[src/rtl/reg_select_sequencer.sv]
// reg_select_sequencer: registered Ra/Rb/Rc strobe decode plus a multi-register walk over an IR bitmask
module reg_select_sequencer #(
  parameter int NUM_REGS = 16,
  parameter int IDX_W = 4,
  parameter int RA_LSB = 23,
  parameter int RB_LSB = 19,
  parameter int RC_LSB = 15,
  parameter int MASK_LSB = 0
) (
  input  logic                clk,
  input  logic                clr,
  input  logic [31:0]         IR,
  input  logic                Gra,
  input  logic                Grb,
  input  logic                Grc,
  input  logic                Rin,
  input  logic                Rout,
  input  logic                BAout,
  input  logic                start,
  input  logic                dir_out,
  input  logic                advance,
  output logic [NUM_REGS-1:0] reg_in,
  output logic [NUM_REGS-1:0] reg_out,
  output logic                base_zero,
  output logic [IDX_W-1:0]    cur_idx,
  output logic                busy,
  output logic                done
);
  typedef enum logic [1:0] {IDLE, WALK, DONE} state_t;
  state_t state, nxt;
  logic [NUM_REGS-1:0] mask, nmask, low, sel_hot;
  logic [IDX_W-1:0] sel, low_idx;
  logic dir, ndir, any_gr, single, zero_n;
  logic unused_ir;
  assign unused_ir = ^IR;
  // field select with Gra > Grb > Grc priority and single-mode decode
  always_comb begin
    any_gr = Gra | Grb | Grc;
    sel = Gra ? IR[RA_LSB +: IDX_W] : Grb ? IR[RB_LSB +: IDX_W] : Grc ? IR[RC_LSB +: IDX_W] : '0;
    sel_hot = NUM_REGS'(1) << sel;
    single = state == IDLE && !start;
    zero_n = BAout && any_gr && sel == '0;
  end
  // next state: latch mask on start, retire the lowest set bit on each advance
  always_comb begin
    nxt = state;
    nmask = mask;
    ndir = dir;
    case (state)
      IDLE: if (start) begin
        nmask = IR[MASK_LSB +: NUM_REGS];
        ndir = dir_out;
        nxt = |nmask ? WALK : DONE;
      end
      WALK: if (advance) begin
        nmask = mask & (mask - NUM_REGS'(1));
        nxt = |nmask ? WALK : DONE;
      end
      default: nxt = IDLE;
    endcase
  end
  // lowest set bit of the upcoming mask, as one-hot and as index
  always_comb begin
    low = nmask & (~nmask + NUM_REGS'(1));
    low_idx = '0;
    for (int i = NUM_REGS - 1; i >= 0; i--) if (nmask[i]) low_idx = IDX_W'(i);
  end
  // state and registered outputs; outputs reflect the state being entered
  always_ff @(posedge clk) begin
    if (clr) begin
      state <= IDLE;
      mask <= '0;
      dir <= 1'b0;
      reg_in <= '0;
      reg_out <= '0;
      base_zero <= 1'b0;
      cur_idx <= '0;
      busy <= 1'b0;
      done <= 1'b0;
    end else begin
      state <= nxt;
      mask <= nmask;
      dir <= ndir;
      reg_in <= single ? (Rin && any_gr ? sel_hot : '0) : (nxt == WALK && !ndir ? low : '0);
      reg_out <= single ? ((Rout || BAout) && any_gr && !zero_n ? sel_hot : '0) : (nxt == WALK && ndir ? low : '0);
      base_zero <= single && zero_n;
      cur_idx <= single ? sel : nxt == WALK ? low_idx : '0;
      busy <= nxt != IDLE;
      done <= nxt == DONE;
    end
  end
endmodule

[config.mk]
export PLATFORM = sky130hd
export DESIGN_NAME = reg_select_sequencer
export DESIGN_NICKNAME = d
export VERILOG_FILES = /design/src/rtl/reg_select_sequencer.sv
export SDC_FILE = /design/constraint.sdc
export NUM_CORES = 1
export LEC_CHECK = 0
export ABC_AREA = 1
export BUFFER_PORTS_ARGS = -buffer_cell sky130_fd_sc_hd__buf_2
export CAP_MARGIN = 20
export CORE_MARGIN = 2
export CORE_UTILIZATION = 54
export DETAILED_ROUTE_END_ITERATION = 16
export PLACE_DENSITY = 0.8
export SYNTH_ARGS = -nofsm -noshare
export SYNTH_HDL_FRONTEND = slang
export SYNTH_SLANG_ARGS = --single-unit
[constraint.sdc]
create_clock -name clk -period 2 [get_ports clk]
set_input_delay 0.2 -clock clk [delete_from_list [all_inputs] [get_ports clk]]
set_output_delay 0.2 -clock clk [all_outputs]
set_load 0.005 [all_outputs]
==> results.json, run 1 <==
{
  "dr.pass1.iters": 6,
  "insertion_delay_ns": 0.35,
  "io_buffer_count": 76,
  "end_kind": "register",
  "overflow": 0,
  "path_class": "register to register",
  "finalMaxSlewViolations": 0,
  "syn2layout_area_growth_pct": 41.9,
  "worstPathMaxFanout": 5,
  "period_needed_ns": 2.06,
  "ys_types": 38,
  "setup_slack_ns": -0.0582,
  "syn_area_per_cell_sq_um": 6.48,
  "vias": 4211,
  "leakagePower_nw": 2.29,
  "drc": 0,
  "cp.arrival_ns": 2.32,
  "violations": "setup timing",
  "yosysWarnings": 0,
  "min_path_type": "input pin to register",
  "finalCritPeriodShare_pct": 103,
  "maxCapViolCount": 0,
  "synth_cells": 531,
  "wl_per_cell_microns": 15.8,
  "yosys-top-cells-area": "dfxtp_1 (34%), nand2_1 (19%), nor2_1 (8.6%), a21oi_1 (5.2%), inv_1 (4.5%)",
  "ios": 82,
  "yosysMostFrequentCell": "nand2_1",
  "fillers": 413,
  "antenna_left": 0,
  "setup_viol": 18,
  "cts_tree": "done",
  "synth_edf_count": 0,
  "rows": 29,
  "place_inst": 704,
  "cp-start-kind": "register",
  "antennaDiodeCount": 0,
  "start_util_pct": 55.1,
  "wirelength_mm": 11.8,
  "power-per-cell-area_mw_per_mm2": 736,
  "clock_skew_ns": 0.00792,
  "cts_buffers": 9,
  "root_buffer": "clkbuf_8",
  "coreArea_sq_mm": 0.00624,
  "seq_area_frac_synth_pct": 33.8,
  "yosys_register_bits": 58,
  "syn_area_sq_mm": 0.00344,
  "grt_pass1_wl_mm": 16.2,
  "drt_iter0_drc": 554,
  "htree_num_levels": 3,
  "fin_cells": 746,
  "fp.dieW_microns": 83.8,
  "finalWeightedCongestion": 0.979,
  "place_hpwl_mm": 7.35,
  "fin_util_pct": 78.2,
  "syn_nets": 574,
  "cts_sinks": 58,
  "synth_top_cell_area_share_pct": 33.8,
  "grt_pass1_vias": 3439,
  "synth_flop_cell": "dfxtp_1",
  "die_area_sq_mm": 0.00702,
  "grt_max_degree": 33,
  "ys_top_cells_by_count": "nand2_1 (172), nor2_1 (79), dfxtp_1 (58)",
  "status": "finished, violations left",
  "die_h_microns": 83.8,
  "max_slew_margin_pct": 67.5,
  "antenna_found_initial": 0,
  "max_freq_mhz": 486,
  "cp.required_ns": 2.26,
  "clk_path_buf_depth": 2,
  "nets": 707,
  "synth_top_area_cell": "dfxtp_1",
  "clkTransAtPathRegs_ns": 0.07,
  "synthArstFlopShare_pct": 0,
  "rsz0062_at_grt": "yes",
  "max_slew.worst_pin.slew_ns": 0.486,
  "groute.usage.overall_pct": 28.9,
  "vdd_drop_max_mv": 0.557,
  "hold_violations": 0,
  "viasPerCell": 5.64,
  "drive_gt1_share_pct": 40.5
}
worst max-delay path, stage by stage (launching register included):
cell and delay [ns]:
dfxtp_4 0.38, buf_6 0.11, nand2_8 0.07, nor2_8 0.17, nand3_4 0.09, nand2_1 0.09
nand2_1 0.07, nand2_2 0.07, nand2_2 0.07, inv_2 0.07, nand2_2 0.09, nor2_4 0.21
nand2_2 0.11, o21bai_1 0.19, o22ai_1 0.18
power by group:
| group | internal, mW | switching [mW] | total, mW |
|---|---|---|---|
| sequential | 1.21 | 0.0477 | 1.26 |
| clock | 0.476 | 0.504 | 0.980 |
| combinational | 0.513 | 0.841 | 1.35 |
| total | 2.20 | 1.39 | 3.59 |
flip-flops by register name, summed over array words and instances, names as in the netlist, 2 cells and up:
name     cells
state        2
reg_out     16
mask        16
reg_in      16
cur_idx      4
worst paths after layout:
path	depth (start not counted)	slack (ns)	end	startpoint
max	14	-0.06	cur_idx[3]$_SDFF_PP0_	state[0]$_SDFF_PP0_
max reg2reg	14	-0.06	cur_idx[3]$_SDFF_PP0_	state[0]$_SDFF_PP0_
min	3	0.15	base_zero$_SDFF_PP0_	BAout
min reg2reg	1	0.52	busy$_SDFF_PP0_	state[1]$_SDFF_PP0_
cells by family after synthesis:
family                 synth area share (%)
AND/OR/NAND/NOR                        43.0
buffers and inverters                  8.62
flip-flops                             33.8
AO/OA/AOI/OAI                          14.6
per-layer routing:
layer	vias to the layer above	GRT usage, %	routed length [microns]
li1	1947	-	-
met1	1875	38.8	4460
met2	323	45.7	5520
met3	66	5.84	1280
met4	0	10.9	529
met5	-	0	0
cell usage in the layout (no fill, tap or decap), types with 4 or more instances in the layout:
cell / instances
nand2_2: 18
nand2_1: 155
nand2_4: 5
o21ai_2: 4
buf_4: 51
o21ai_1: 7
nor2_1: 67
inv_2: 16
a21oi_1: 25
inv_1: 39
nand3_1: 18
nor2_4: 18
a21oi_4: 5
clkbuf_8: 10
o211ai_1: 4
nand4_1: 5
buf_12: 4
dfxtp_1: 53
nor4_1: 5
a21oi_2: 14
o21ai_0: 4
nor3_1: 5
nand3_4: 4
nor2_2: 12
buf_2: 76
repair_timing:
action                     CTS  global route
hold buffers                 0             0
pin swaps                    2            37
setup endpoints to repair   16            36
buffers inserted             3            23
hold endpoints to repair     0             0
gates resized for setup      6            93
final cells by class:
| cell class | instances | area, sq um | area share (%) |
|---|---|---|---|
| inverters | 59 | 239 | 4.90 |
| well taps | 77 | 96.3 | 1.97 |
| clock inverters | 5 | 30.0 | 0.615 |
| repair buffers | 134 | 877 | 18.0 |
| clock buffers | 11 | 141 | 2.90 |
| flip-flops and latches | 58 | 1170 | 24.0 |
| multi-input cells | 402 | 2320 | 47.6 |
metrics by stage:
| stage | hold slack [ns] | instance area (sq um) | setup WS (ns) | total power, mW | setup TNS, ns |
|---|---|---|---|---|---|
| 6_report | 0.146 | 4880 | -0.0582 | 3.59 | -0.501 |
| 5_1_grt | 0.172 | 4880 | -0.137 | 3.75 | -2.94 |
| 4_1_cts | 0.147 | 4330 | -0.0117 | 3.25 | -0.0117 |
| 3_5_place_dp | 0.510 | 4110 | -0.0916 | 2.27 | -0.314 |
| 3_3_place_gp | 0.496 | 4110 | 0.0256 | 2.25 | 0 |
| 2_1_floorplan | 0.348 | 3440 | 0.295 | 1.95 | 0 |
No activity file was read; power rests on OpenSTA's default activity.
==> inputs of run 2 (changes only) <==
Settings changed: CELL_PAD_IN_SITES_DETAIL_PLACEMENT set to 0, CELL_PAD_IN_SITES_GLOBAL_PLACEMENT set to 1, CORE_UTILIZATION 54 to 37, PLACE_DENSITY 0.8 to unset, PLACE_DENSITY_LB_ADDON set to 0.1.
==> run 2 against run 1 <==
The flow now finishes without violations; register-to-register slack gained 0.09 ns; count of clock-buffer cells in the layout is the same; sequential power is essentially flat; clock skew grew 0.0081 ns; non-clock buffer count grew 7; die area grew 44%; sequential cell count is the same; first-iteration DRC count shrank 68%; critical path type unchanged.
==> results.json, run 2 (synthesized netlist as in run 1, its figures left out) <==
{
  "status": "finished clean",
  "grt_max_degree": 35,
  "drc": 0,
  "hold_violations": 0,
  "r2r_slack_ns": 0.03,
  "leakagePower_nw": 2.33,
  "cp.arrival_ns": 2.21,
  "groute.usage.overall_pct": 22.5,
  "vdd_drop_max_mv": 0.352,
  "cts_tree": "done",
  "antenna_found_initial": 0,
  "fin_cells": 787,
  "max_slew_margin_pct": 67.5,
  "place_inst": 753,
  "finalWeightedCongestion": 0.914,
  "cp.required_ns": 2.24,
  "final_common_cell": "nand2_1",
  "end_kind": "register",
  "cp-start-kind": "register",
  "grt_pass1_wl_mm": 17.5,
  "viasPerCell": 4.95,
  "clock_skew_ns": 0.0160,
  "drt_iter0_drc": 175,
  "cts_buffers": 9,
  "final_cell_mix": "nand2_1 (163), buf_2 (76), nor2_1 (69), buf_4 (57), dfxtp_1 (52)",
  "io_buffer_count": 76,
  "total_power_mw": 3.70,
  "dr.pass1.iters": 5,
  "wl_per_cell_microns": 14.3,
  "nets": 714,
  "rsz0062_at_grt": "yes",
  "max_freq_mhz": 507,
  "syn2layout_area_growth_pct": 42.7,
  "max_slew.worst_pin.slew_ns": 0.483,
  "overflow": 0,
  "path_class": "register to register",
  "maxCapViolCount": 0,
  "insertion_delay_ns": 0.34,
  "die_h_microns": 100,
  "reg2reg_from": "state[1]$_SDFF_PP0_",
  "worstPathMaxFanout": 10,
  "period_needed_ns": 1.97,
  "setup_tns_ns": 0,
  "r2r_end": "cur_idx[3]$_SDFF_PP0_",
  "reg.largest.list": "mask x16, reg_in x16, reg_out x16",
  "ios": 82,
  "start_util_pct": 37.7,
  "setup_viol": 0,
  "antenna_left": 0,
  "htree_num_levels": 3,
  "finalCritPeriodShare_pct": 98.5,
  "wirelength_mm": 11.3,
  "root_buffer": "clkbuf_8",
  "critPathLaunch": "state[1]$_SDFF_PP0_",
  "clkTransAtPathRegs_ns": 0.07,
  "r2r.worst_path.cells": 12,
  "place_hpwl_mm": 8.45,
  "cp-endpoint": "cur_idx[3]$_SDFF_PP0_",
  "clk_path_buf_depth": 2,
  "fillers": 942,
  "coreArea_sq_mm": 0.00911,
  "min_path_type": "input pin to register",
  "finalMaxSlewViolations": 0,
  "vias": 3893,
  "drive_gt1_share_pct": 38.8,
  "cts_sinks": 58,
  "seq_area_sq_mm": 0.00117,
  "design_area_sq_mm": 0.00491,
  "grt_pass1_vias": 3586,
  "placed_area_sq_mm": 0.00428,
  "antennaDiodeCount": 0,
  "power-per-cell-area_mw_per_mm2": 754,
  "rows": 35,
  "die_area_sq_mm": 0.0101,
  "multiInputGateArea_sq_mm": 0.00222,
  "fp.dieW_microns": 100
}
## run 2: cell types whose count changed in the layout (fill, tap and decap cells not counted), sizes merged
cell / delta
buf: +7
bufinv: +1
clkinvlp: -2
clkinv: +1
## run 2: stage by stage
| stage | util [%] | hold slack, ns | worst slack [ns] |
|---|---|---|---|
| 2_1_floorplan | - | 0.348 | 0.295 |
| 3_3_place_gp | 46.9 | 0.497 | -0.00880 |
| 3_5_place_dp | 46.9 | 0.506 | -0.0194 |
| 4_1_cts | 49.5 | 0.148 | -0.0159 |
| 5_1_grt | 53.9 | 0.153 | -0.0869 |
| 6_report | 53.9 | 0.159 | 0.0292 |
## run 2: worst min-delay path by stage
stage | startpoint | to | slack, ns | cells past startpoint
2_1_floorplan | BAout | base_zero$_SDFF_PP0_ | 0.35 | 2
3_3_place_gp | dir_out | dir$_SDFF_PP0_ | 0.50 | 3
3_5_place_dp | BAout | base_zero$_SDFF_PP0_ | 0.51 | 3
4_1_cts | BAout | base_zero$_SDFF_PP0_ | 0.15 | 3
5_1_grt | BAout | base_zero$_SDFF_PP0_ | 0.15 | 3
6_report | dir_out | dir$_SDFF_PP0_ | 0.16 | 3
## run 2: layout make-up
type | count | area share (%)
Multi-Input combinational cell | 402 | 45.3
Sequential cell | 58 | 23.9
Timing Repair Buffer | 141 | 19.4
Inverter | 59 | 4.67
Clock buffer | 11 | 2.88
Tap cell | 111 | 2.83
Clock inverter | 5 | 1.10
## run 2: critical path: stages (launching register included)
cell	delay, ns
dfxtp_2	0.35
inv_4	0.09
nand2_4	0.08
inv_4	0.10
nand2_8	0.09
o21ai_1	0.11
o21ai_2	0.09
a21oi_4	0.23
nand2_2	0.10
nor2_4	0.17
nand2_2	0.10
o21bai_1	0.17
o22ai_1	0.16
## run 2: timing repair
| item | 4_1_cts | 5_1_grt |
|---|---|---|
| resized for setup | 0 | 71 |
| gates cloned | 0 | 0 |
| buffers inserted | 2 | 18 |
| setup endpoints to repair | 18 | 37 |
| hold buffers | 0 | 0 |
| pin swaps | 2 | 30 |
## run 2: where the power goes
group	switching, mW	internal, mW
registers	0.0424	1.21
clock network	0.505	0.606
logic	0.793	0.541
total	1.34	2.36
## run 2: metal layers
metal | track usage, % | part of all wire [%]
met2 | 35.8 | 46
met5 | 0 | 0
met1 | 30.9 | 47
met3 | 3.76 | 5.0
met4 | 7.27 | 1.7
